## src/rtl/trdb_pkg.sv

```systemverilog
// Shared trace-debugger constants: datapath width and packet buffer defaults,
// kept here so the trace debugger and its buffer instantiation agree.
package trdb_pkg;

    localparam int XLEN                  = 32;
    localparam int TRDB_BUF_DEPTH        = 16;
    localparam int TRDB_BUF_STALL_MARGIN = 4;

endpackage

```

## src/rtl/trdb_fifo_mem.sv

```systemverilog
// DEPTH x XLEN register array for the packet buffer: one synchronous write
// port and one asynchronous read port. Contents are deliberately not reset.
module trdb_fifo_mem
    import trdb_pkg::*;
#(
    parameter int DEPTH = TRDB_BUF_DEPTH,
    localparam int AW   = $clog2(DEPTH)
) (
    input  logic            clk_i,
    input  logic            we_i,
    input  logic [AW-1:0]   waddr_i,
    input  logic [XLEN-1:0] wdata_i,
    input  logic [AW-1:0]   raddr_i,
    output logic [XLEN-1:0] rdata_o
);

    logic [XLEN-1:0] mem [DEPTH];

    always_ff @(posedge clk_i) begin
        if (we_i) begin
            mem[waddr_i] <= wdata_i;
        end
    end

    assign rdata_o = mem[raddr_i];

endmodule

```

## src/rtl/trdb_packet_buffer.sv

```systemverilog
// Elastic FIFO behind the trace packetizer: absorbs beats that cannot be
// backpressured, raises stall ahead of full, and drops and counts overflow.
module trdb_packet_buffer
    import trdb_pkg::*;
#(
    parameter int DEPTH        = TRDB_BUF_DEPTH,
    parameter int STALL_MARGIN = TRDB_BUF_STALL_MARGIN,
    parameter int CNTW         = 16,
    localparam int AW          = $clog2(DEPTH),
    localparam int FW          = AW + 1
) (
    input  logic            clk_i,
    input  logic            rst_ni,
    input  logic            flush_i,
    input  logic [XLEN-1:0] packet_word_i,
    input  logic            packet_word_valid_i,
    output logic [XLEN-1:0] data_o,
    output logic            valid_o,
    input  logic            ready_i,
    output logic            stall_o,
    output logic [FW-1:0]   fill_o,
    output logic            overflow_o,
    output logic [CNTW-1:0] drop_cnt_o
);

    localparam logic [FW-1:0] FULL_LVL  = FW'(DEPTH);
    localparam logic [FW-1:0] STALL_LVL = FW'(DEPTH - STALL_MARGIN);

    logic [AW-1:0]   wptr, rptr;
    logic [FW-1:0]   fill, fill_next;
    logic [XLEN-1:0] rdata;
    logic            full, push, pop, drop;

    // Sink handshake: a word transfers on every edge where valid_o and ready_i
    // are both high; until then valid_o stays high and data_o is held stable.
    assign full = (fill == FULL_LVL);
    assign pop  = valid_o & ready_i;
    // A pop in the same cycle frees a slot, so a full buffer still accepts.
    assign push = packet_word_valid_i & (~full | pop);
    assign drop = packet_word_valid_i & full & ~pop;

    always_comb begin
        fill_next = fill;
        if (push && !pop) begin
            fill_next = fill + FW'(1);
        end else if (pop && !push) begin
            fill_next = fill - FW'(1);
        end
    end

    always_ff @(posedge clk_i or negedge rst_ni) begin
        if (!rst_ni) begin
            wptr <= '0;
            rptr <= '0;
            fill <= '0;
        end else if (flush_i) begin
            wptr <= '0;
            rptr <= '0;
            fill <= '0;
        end else begin
            if (push) begin
                wptr <= wptr + AW'(1);
            end
            if (pop) begin
                rptr <= rptr + AW'(1);
            end
            fill <= fill_next;
        end
    end

    // Stall is registered off the next occupancy so it leads the full point.
    always_ff @(posedge clk_i or negedge rst_ni) begin
        if (!rst_ni) begin
            stall_o <= 1'b0;
        end else if (flush_i) begin
            stall_o <= 1'b0;
        end else begin
            stall_o <= (fill_next >= STALL_LVL);
        end
    end

    always_ff @(posedge clk_i or negedge rst_ni) begin
        if (!rst_ni) begin
            overflow_o <= 1'b0;
            drop_cnt_o <= '0;
        end else if (flush_i) begin
            overflow_o <= 1'b0;
            drop_cnt_o <= '0;
        end else if (drop) begin
            overflow_o <= 1'b1;
            if (drop_cnt_o != {CNTW{1'b1}}) begin
                drop_cnt_o <= drop_cnt_o + CNTW'(1);
            end
        end
    end

    trdb_fifo_mem #(
        .DEPTH (DEPTH)
    ) i_mem (
        .clk_i   (clk_i),
        .we_i    (push & ~flush_i),
        .waddr_i (wptr),
        .wdata_i (packet_word_i),
        .raddr_i (rptr),
        .rdata_o (rdata)
    );

    assign valid_o = (fill != '0);
    assign data_o  = valid_o ? rdata : '0;
    assign fill_o  = fill;

endmodule

```

## config.mk

```make
export PLATFORM = sky130hd
export DESIGN_NAME = trdb_packet_buffer
export DESIGN_NICKNAME = d
export VERILOG_FILES = /design/src/rtl/trdb_pkg.sv /design/src/rtl/trdb_fifo_mem.sv /design/src/rtl/trdb_packet_buffer.sv
export SDC_FILE = /design/constraint.sdc
export NUM_CORES = 1
export LEC_CHECK = 0
export CAP_MARGIN = 10
export CORE_ASPECT_RATIO = 0.8
export CORE_MARGIN = 2
export CORE_UTILIZATION = 39
export CTS_BUF_LIST = sky130_fd_sc_hd__clkbuf_2
export DETAILED_ROUTE_END_ITERATION = 16
export PLACE_DENSITY_LB_ADDON = 0.05
export SLEW_MARGIN = 20
export SYNTH_ARGS = -nofsm -noshare
export SYNTH_HDL_FRONTEND = slang
export SYNTH_SLANG_ARGS = --single-unit
```

## constraint.sdc

```tcl
create_clock -name clk_i -period 3.7 [get_ports clk_i]
set_input_delay 0.555 -clock clk_i [delete_from_list [all_inputs] [get_ports clk_i]]
set_output_delay 0.555 -clock clk_i [all_outputs]
set_load 0.02 [all_outputs]
```

# After elaboration in Yosys (flattened, before gate mapping)
# Memories as Yosys holds them, arrays and structs flattened.
# Cells that the tools add are included.
# totals
reg_bits	31
latch_bits	0
mem_bits_rw	512
mem_bits_ro	0
input_bits	37
output_inout_bits	56
word_cells	50
mem_count	1
# memory_table
memory	words	word_bits	read_ports	rd_clocked_by_memory_dff	write_ports	line	source
i_mem.mem	16	32	1	0	1	trdb_fifo_mem.sv:17	logic [XLEN-1:0] mem [DEPTH];
# classes
addsub	5
multipliers	0
div	0
n_lt_le_gt_ge	1
eq_ne	2
n_shift	0
muxes	16
bitwise	9
n_reduce_logical	10
# ops
op	n
two-way mux 16 bit	3
two-way mux 32 bit	1
adder 16 x 1 -> 16 bit, second input constant	1
two-way mux 4 bit	4
inequality test 16 bit, second input constant	1
two-way mux 5 bit	3
adder 4 x 1 -> 4 bit, second input constant	2
nonzero test 2 bit	4
adder 5 x 1 -> 5 bit, second input constant	1
AND 1 bit	5
equality test 5 bit, second input constant	1
>= comparator 5 x 4 -> 1 bit, second input constant	1
two-way mux 1 bit	5
nonzero test 5 bit	1
subtractor 5 x 1 -> 5 bit, second input constant	1
inverter 1 bit	3
logical AND 1 bit	2
zero test 1 bit	2
AND reduction 2 bit	1
OR 1 bit	1

# Logic depth before layout (Yosys ltp)
# Gate-level depths: netlist of the first run.
# logic_depth
ltp_word	10
mapped_depth	7
mapped_depth_nobuf	7

# By module
# Synthesis of the first run repeated with hierarchy kept, for this count alone.
# unflattened
cells_unflattened	1015
area_unflattened_um2	21146.5
# by_module_without_submodules
module	n_inst	cells_each	area_per_inst_um2	seq_area_each_um2
trdb_fifo_mem	1	806	19213.4	15374.7
trdb_packet_buffer	1	209	1933.1	775.7

# Worst setup path before layout of the first run
# No wires, ideal clock.
# synth_path
path_kind	reg2reg
from	reg fill[0], in the netlist fill_o[0]
to	mem i_mem.mem[15][0], enable pin
setup_time_ns	0.421
t_arrival_ns	2.989
required_ns	3.279
setup_slack_ns	0.290
stages_incl_launch_ff	7
n_path_buf	0
period_less_slack_ns	3.410
path_cell_list	dfrtp_1 inv_1 ha_1 nor3b_2 a21oi_1 nand2_1 nor2_1
# synth_between
elab_chain_cells	7
elab_cells_between_ends	9
cone_classes	eq/ne (1); mux (2); bitwise (5); reduce/logical (1)
# synth_lines
item	line	source
from (decl)	trdb_packet_buffer.sv:30	logic [FW-1:0] fill, fill_next;
from (signal assigned)	trdb_packet_buffer.sv:67	fill <= fill_next;
nonzero test 5 bit or equality test 5 bit (tied branches)	trdb_packet_buffer.sv:108, trdb_packet_buffer.sv:36	
AND 1 bit or inverter 1 bit (tied branches)	trdb_packet_buffer.sv:37, trdb_packet_buffer.sv:39	
OR 1 bit (*)	trdb_packet_buffer.sv:39	assign push = packet_word_valid_i & (~full | pop);
AND 1 bit (*)	trdb_packet_buffer.sv:39	
AND 1 bit (*)	trdb_packet_buffer.sv:101	.we_i (push & ~flush_i),
two-way mux 1 bit (*)	trdb_fifo_mem.sv:20	if (we_i) begin
two-way mux 1 bit (not written as such) (*)	trdb_fifo_mem.sv:21	mem[waddr_i] <= wdata_i;
to (decl)	trdb_fifo_mem.sv:17	
# Mark *: on every way between the ends. The rest lies on a longest branch, timed or not.

# Final worst setup path of the first run
# layout_path
from	reg rptr[0]
to	out data_o[26]
# layout_between
elab_chain_cells	2
# layout_lines
item	line	source
from (decl)	trdb_packet_buffer.sv:29	logic [AW-1:0] wptr, rptr;
from (signal assigned)	trdb_packet_buffer.sv:65	rptr <= rptr + AW'(1);
memory read (16 x 32 bit)	--	
two-way mux 32 bit	trdb_packet_buffer.sv:109	assign data_o = valid_o ? rdata : '0;
to (decl)	trdb_packet_buffer.sv:17	output logic [XLEN-1:0] data_o,
# Every way passes these cells.

==> results of run 1 <==
## cells in the final DEF (no fill, tap or decap), types with 16 or more instances in the layout
cell type and instances:
clkbuf_2 194, buf_4 44, mux4_2 160, buf_6 38
clkdlybuf4s50_1 59, and2_4 31, dfrtp_1 27, clkinv_1 29
buf_16 16, buf_12 26, edfxtp_1 512, nor2_1 22
nor2_4 16
## worst min-delay path: cells and delay by family
kind	cells	cell delay, ns
compound gates	1	0.06
buf+inv	2	0.64
simple gates	1	0.07
## synth_stat cells, types with 8 or more instances
| library cell | instances |
|---|---|
| a21oi_1 | 14 |
| and2_1 | 33 |
| buf_1 | 13 |
| buf_4 | 10 |
| clkbuf_1 | 19 |
| dfrtp_1 | 31 |
| edfxtp_1 | 512 |
| ha_1 | 8 |
| inv_1 | 8 |
| mux4_2 | 160 |
| nand2_1 | 14 |
| nand4_1 | 8 |
| nor2_1 | 38 |
| xnor2_1 | 9 |
## registers in the layout, indices dropped and copies added, names as in the netlist
name,count
rptr,4
drop_cnt_o,16
overflow_o,1
wptr,4
fill_o,5
stall_o,1
i_mem.mem,512
## routing by layer
metal	wire, um	part of all wire (%)	track usage (%)
met4	705	1.3	4.99
met2	25800	48	30.6
met1	24200	45	27.8
met3	3140	5.8	5.10
met5	11	0.020	0
## final timing paths
check,to,cells after the start,slack [ns]
worst max register to register,i_mem.mem[7][17]$_DFFE_PP_,8,0.99
min in group asynchronous,rptr[3]$_DFFE_PN0P_,2,0.56
max in group asynchronous,drop_cnt_o[4]$_DFFE_PN0P_,4,2.26
worst max-delay path,data_o[26],8,-0.26
worst min register to register,overflow_o$_DFFE_PN0P_,2,0.52
worst min-delay path,rptr[1]$_DFFE_PN0P_,4,0.28
## area by class of cell
cell class,instances,area [sq um]
clock inverter,38,225
clock buffer,194,971
antenna,6,15.0
inverter,8,30.0
multi-input combinational,357,5020
timing repair buffer,193,2490
sequential,543,16200
tap,702,878
fill,4533,28000
## repair_timing
| action | 4_1_cts | 5_1_grt |
|---|---|---|
| hold endpoints to repair | 18 | 0 |
| buffers inserted | 24 | 7 |
| pin swaps | 3 | 2 |
| gates resized for setup | 180 | 92 |
| cloned | 14 | 3 |
| hold buffers | 1 | 0 |
| setup endpoints to repair | 33 | 33 |
## logic make-up after synthesis
logic type	Yosys count	share of synthesized area (%)
simple gates	138	3.52
flops	543	76.1
compound gates	36	1.07
xor+xnor	14	0.578
fa+ha+maj	8	0.472
mux	161	17.0
buf+inv	56	1.23
## power by group
| group | internal (mW) | total (mW) | switching (mW) |
|---|---|---|---|
| combinational | 2.01 | 3.46 | 1.46 |
| clock | 1.61 | 4.00 | 2.39 |
| sequential | 6.77 | 6.82 | 0.0421 |
==> impl_metrics.toml, run 1 <==
[clocking]
h-tree-depth = 4
cts.sinks = 543
cts_tree = "built"
cts-root-buf = "clkbuf_2"
clk-insertion-delay-late_ns = 1.11
clk_pin_slew_worst_paths_ns = 0.10
cts_buffer_depth = 3
cts_made_buffers = 138

[power]
power_mw = 14.3
pwr_density_cell_nw_per_um2 = 554
ir_worst_vdd_mv = 0.231
leakage_nw = 8.41

[synth]
netlist_area_sq_um = 21200
synth_warnings = 0
syn_nets = 1001
synth_top_area_share_pct = 72.4
syn_inst = 956
synth_cell_types = 44
synth.area.top_cells = "edfxtp_1 72%, mux4_2 17%, dfrtp_1 3.7%"
synth_edf_count = 512
seq_area_frac_synth_pct = 76.1
ys_ff_latch = 543
avgSynthCellArea_sq_um = 22.2
yosys.area.top_type = "edfxtp_1"
synth-async-reset-ratio_pct = 5.71
synth_top_flop_cell = "edfxtp_1"

[sta]
timing.final.ws_setup_ns = -0.262
drv_slew = 0
final.period_utilization_pct = 107
worstMarginPinSlew_ns = 1.01
relSlewSlack_pct = 32.6
setup_viol = 32
fin_crit_ns = 3.96
hold_slack_ns = 0.276
max_clock_freq_ghz = 0.252
finClkSkew_ns = 0.0543
setup_tns_ns = -4.98
hold_viol = 0
rsz0062_at_grt = "yes"

[floorplanning]
fp.dieArea_sq_um = 56300
initial_core_util_pct = 39.4
row_count = 76
io_pins = 93
die_x_um = 265
die_y_um = 213
core-area_sq_um = 53800

[job]
max-cap-violations = 0

[routing]
vias = 10892
wl_per_cell_um = 26.3
routed_wl_um = 53800
drc_errors = 0
antenna_left = 0
detail_route.vias_per_cell = 5.34
drt_iter0_drc = 899
drtPass1Iterations = 5

[placement]
pre_cts_ws_ns = 0.418
place_inst = 1757
hpwl_um = 27400
port_buffers = 92
placed_area_sq_um = 23500
place.gp.congestion = 0.753

[worst_setup_path]
slowest_delay_ns = 0.52
cp_data_arrival_time_ns = 3.41
required_ns = 3.14
startpoint = "rptr[0]$_DFFE_PN0P_"
critical_path_class = "reg2out"
start_kind = "flop"
critPathTopFamily = "multiplexers"
regToRegStartpoint = "fill_o[0]$_DFF_PN0_"
cp_max_fo = 6
end_kind = "output pin"
path_buf_inv = 5
crit_chain = "buf_12 > buf_16 > buf_16 > buf_12 > mux4_2 > mux4_2 > and2_4 > buf_6"
crit_path_top_delay_cell = "mux4_2"

[min_path]
min_from = "ready_i"
hp-class = "in2reg"

[grt]
grt_pass1_vias = 11300
groute.usage.overall_pct = 19.6
overflow = 0
grt_pass1_wl_um = 78300
grt_max_degree = 37
antenna_found_initial = 3

[layout]
layout.cells.non_filler = 2041
postLayoutCellArea_sq_um = 25800
post-route-util_pct = 47.9
drive_gt1_share_pct = 41.6
nets = 1286
area_delta_synth_final_pct = 21.5

[status]
status = "finished, violations left"
violations = "negative setup slack"
Power figures use the tool's default switching activity.
==> run 2: changes to the inputs <==
CTS_CLUSTER_DIAMETER = 60   (was not set)
SYNTH_HIERARCHICAL = 1   (was not set)
==> impl_metrics.toml, run 2 <==
[layout]
area_delta_synth_final_pct = 22.0
nets = 1360
largest-register = "i_mem/mem"
mostFrequentLayoutCells = "512 x edfxtp_1, 196 x clkbuf_2, 128 x mux4_2"
largest_register_ffs = 512
post-route-util_pct = 48.0
layout_commonest_cell = "edfxtp_1"
fill_cells = 4597
drive_gt1_share_pct = 41.0

[synth]
syn_inst = 1015
synth_cell_types = 44
netlist_area_sq_um = 21100
ys_ff_latch = 543
seq_area_frac_synth_pct = 76.4
synth_edf_count = 512
synth.area.top_cells = "edfxtp_1 73%, mux4_2 14%, dfrtp_1 3.7%"
synth_top_flop_cell = "edfxtp_1"
avgSynthCellArea_sq_um = 20.8
syn_nets = 1057
yosys-top-cells-count = "512 x edfxtp_1, 128 x mux4_2, 64 x a22oi_1"
yosysMostFrequentCell = "edfxtp_1"
yosys.area.top_type = "edfxtp_1"
synth_warnings = 6
synth_top_area_share_pct = 72.7
synth-async-reset-ratio_pct = 5.71

[power]
leakage_nw = 8.53
pwr_density_cell_nw_per_um2 = 585
ir_worst_vdd_mv = 0.352
power_mw = 15.1

[sta]
setup_viol = 0
hold_viol = 0
worstMarginPinSlew_ns = 0.725
setup_tns_ns = 0
rsz0062_at_grt = "yes"
finClkSkew_ns = 0.0700
max_clock_freq_ghz = 0.275
relSlewSlack_pct = 51.5
final.period_utilization_pct = 98.3
fin_crit_ns = 3.64
drv_slew = 0

[worst_setup_path]
end_kind = "output pin"
timing.rr.end = "i_mem/mem[0][11]$_DFFE_PP_"
cp_data_arrival_time_ns = 3.08
required_ns = 3.14
r2r_setup_slack_ns = 0.56
reg2reg_depth = 9
critical_path_class = "reg2out"
regToRegStartpoint = "fill_o[0]$_DFF_PN0_"
start_kind = "flop"
cp_max_fo = 6

[clocking]
cts-root-buf = "clkbuf_2"
clk_pin_slew_worst_paths_ns = 0.10
cts_buffer_depth = 3
cts_tree = "built"
clk-insertion-delay-late_ns = 1.11
h-tree-depth = 4
cts_made_buffers = 139
cts.sinks = 543

[grt]
overflow = 0
grt_pass1_vias = 11446
antenna_found_initial = 3
groute.usage.overall_pct = 19.0
grt_pass1_wl_um = 76500
grt_max_degree = 40

[min_path]
whs_path_depth = 3
min_to = "fill_o[1]$_DFF_PN0_"
min_from = "packet_word_valid_i"
hp-class = "in2reg"

[routing]
drt_iter0_drc = 908
vias = 11040
wl_per_cell_um = 24.8
drtPass1Iterations = 4
drc_errors = 0
detail_route.vias_per_cell = 5.22
routed_wl_um = 52400
antenna_left = 0

[floorplanning]
core-area_sq_um = 53700
die_y_um = 212
fp.dieArea_sq_um = 56100
io_pins = 93
row_count = 76
initial_core_util_pct = 39.4
die_x_um = 264

[job]
max-cap-violations = 0

[placement]
place.gp.congestion = 0.696
hpwl_um = 27400
port_buffers = 92

[status]
status = "finished, final reports clean"
## run 2: cell types whose count changed in the layout (fill, tap and decap cells not counted), sizes merged, moves of 5 or more
cell   before  now
xor2        5   13
nor2b       2   37
buf       128  149
o31ai       5    0
nand2      14   38
mux4      160  128
and2       33    2
a22oi       1   64
nor2       38   43
## run 2: area by class of cell
cell class	count	area, sq um	area share, %
Antenna cell	2	5.00	0.0194
Clock buffer	196	981	3.80
Clock inverter	38	174	0.674
Inverter	5	18.8	0.0728
Multi-Input combinational cell	414	5200	20.2
Sequential cell	543	16200	62.6
Tap cell	702	878	3.41
Timing Repair Buffer	215	2380	9.22
## run 2: metrics by stage
stage               area (sq um)  worst slack [ns]  cells  hold slack [ns]
floorplan                  21200           -0.0842   1015            0.259
global route               25800            -0.160   2115            0.167
finish                     25800            0.0629   2115            0.264
global placement           23400             0.502   1809            0.513
CTS                        25300            -0.168   2083            0.118
detailed placement         23400             0.436   1809            0.508
## run 2: kinds of logic (layout without fill, tap and decap cells)
| group | after synthesis | in the layout | synth area share [%] |
|---|---|---|---|
| muxes | 133 | 133 | 13.9 |
| other | 0 | 2 | 0 |
| DFF | 543 | 543 | 76.4 |
| and+or+nand+nor | 171 | 171 | 4.38 |
| buffers and inverters | 58 | 454 | 1.37 |
| AOI/OAI and AO/OA | 84 | 84 | 2.83 |
| xor gates and xnor gates | 21 | 21 | 0.870 |
| adders and majority gates | 5 | 5 | 0.296 |
## run 2: where the power goes
group          leakage [nW]  internal [mW]  switching (mW)
logic                  2.60           2.37            2.02
registers              5.04           6.78          0.0675
clock network         0.901           1.48            2.36
## run 2: what timing repair did
action,4_1_cts,5_1_grt
hold buffers,1,0
resized for setup,209,63
pin swaps,27,32
setup buffers,31,29
endpoints found under the setup margin,33,33
hold endpoints to repair,31,0
cloned,8,5
## run 2: worst max-delay path by stage
stage | start | to | slack (ns) | cells past startpoint
final | rptr[0]$_DFFE_PN0P_ | data_o[18] | 0.06 | 8
after global routing | rptr[0]$_DFFE_PN0P_ | data_o[10] | -0.16 | 8
after CTS | rptr[0]$_DFFE_PN0P_ | data_o[11] | -0.17 | 7
after detailed placement | ready_i | i_mem/mem[0][18]$_DFFE_PP_ | 0.44 | 7
after global placement | ready_i | i_mem/mem[0][16]$_DFFE_PP_ | 0.50 | 7
after floorplan | fill_o[0]$_DFF_PN0_ | i_mem/mem[1][0]$_DFFE_PP_ | -0.08 | 8
## run 2: critical path, cell delays in order (launching register included)
cell and delay [ns]:
dfrtp_4 0.54, clkbuf_16 0.20, buf_16 0.15, buf_4 0.13
mux4_2 0.41, a22oi_2 0.19, nand2_2 0.10, nor2b_1 0.13
buf_2 0.16
## run 2: metal layers
| metal | track usage, % | part of all wire, % | wire [um] | vias up |
|---|---|---|---|---|
| met5 | 0 | 0.025 | 13 | - |
| met1 | 27.7 | 48 | 25200 | 5803 |
| met4 | 5.43 | 1.6 | 820 | 2 |
| met2 | 28.6 | 46 | 23900 | 276 |
| li1 | - | - | - | 4884 |
| met3 | 4.51 | 4.6 | 2400 | 75 |
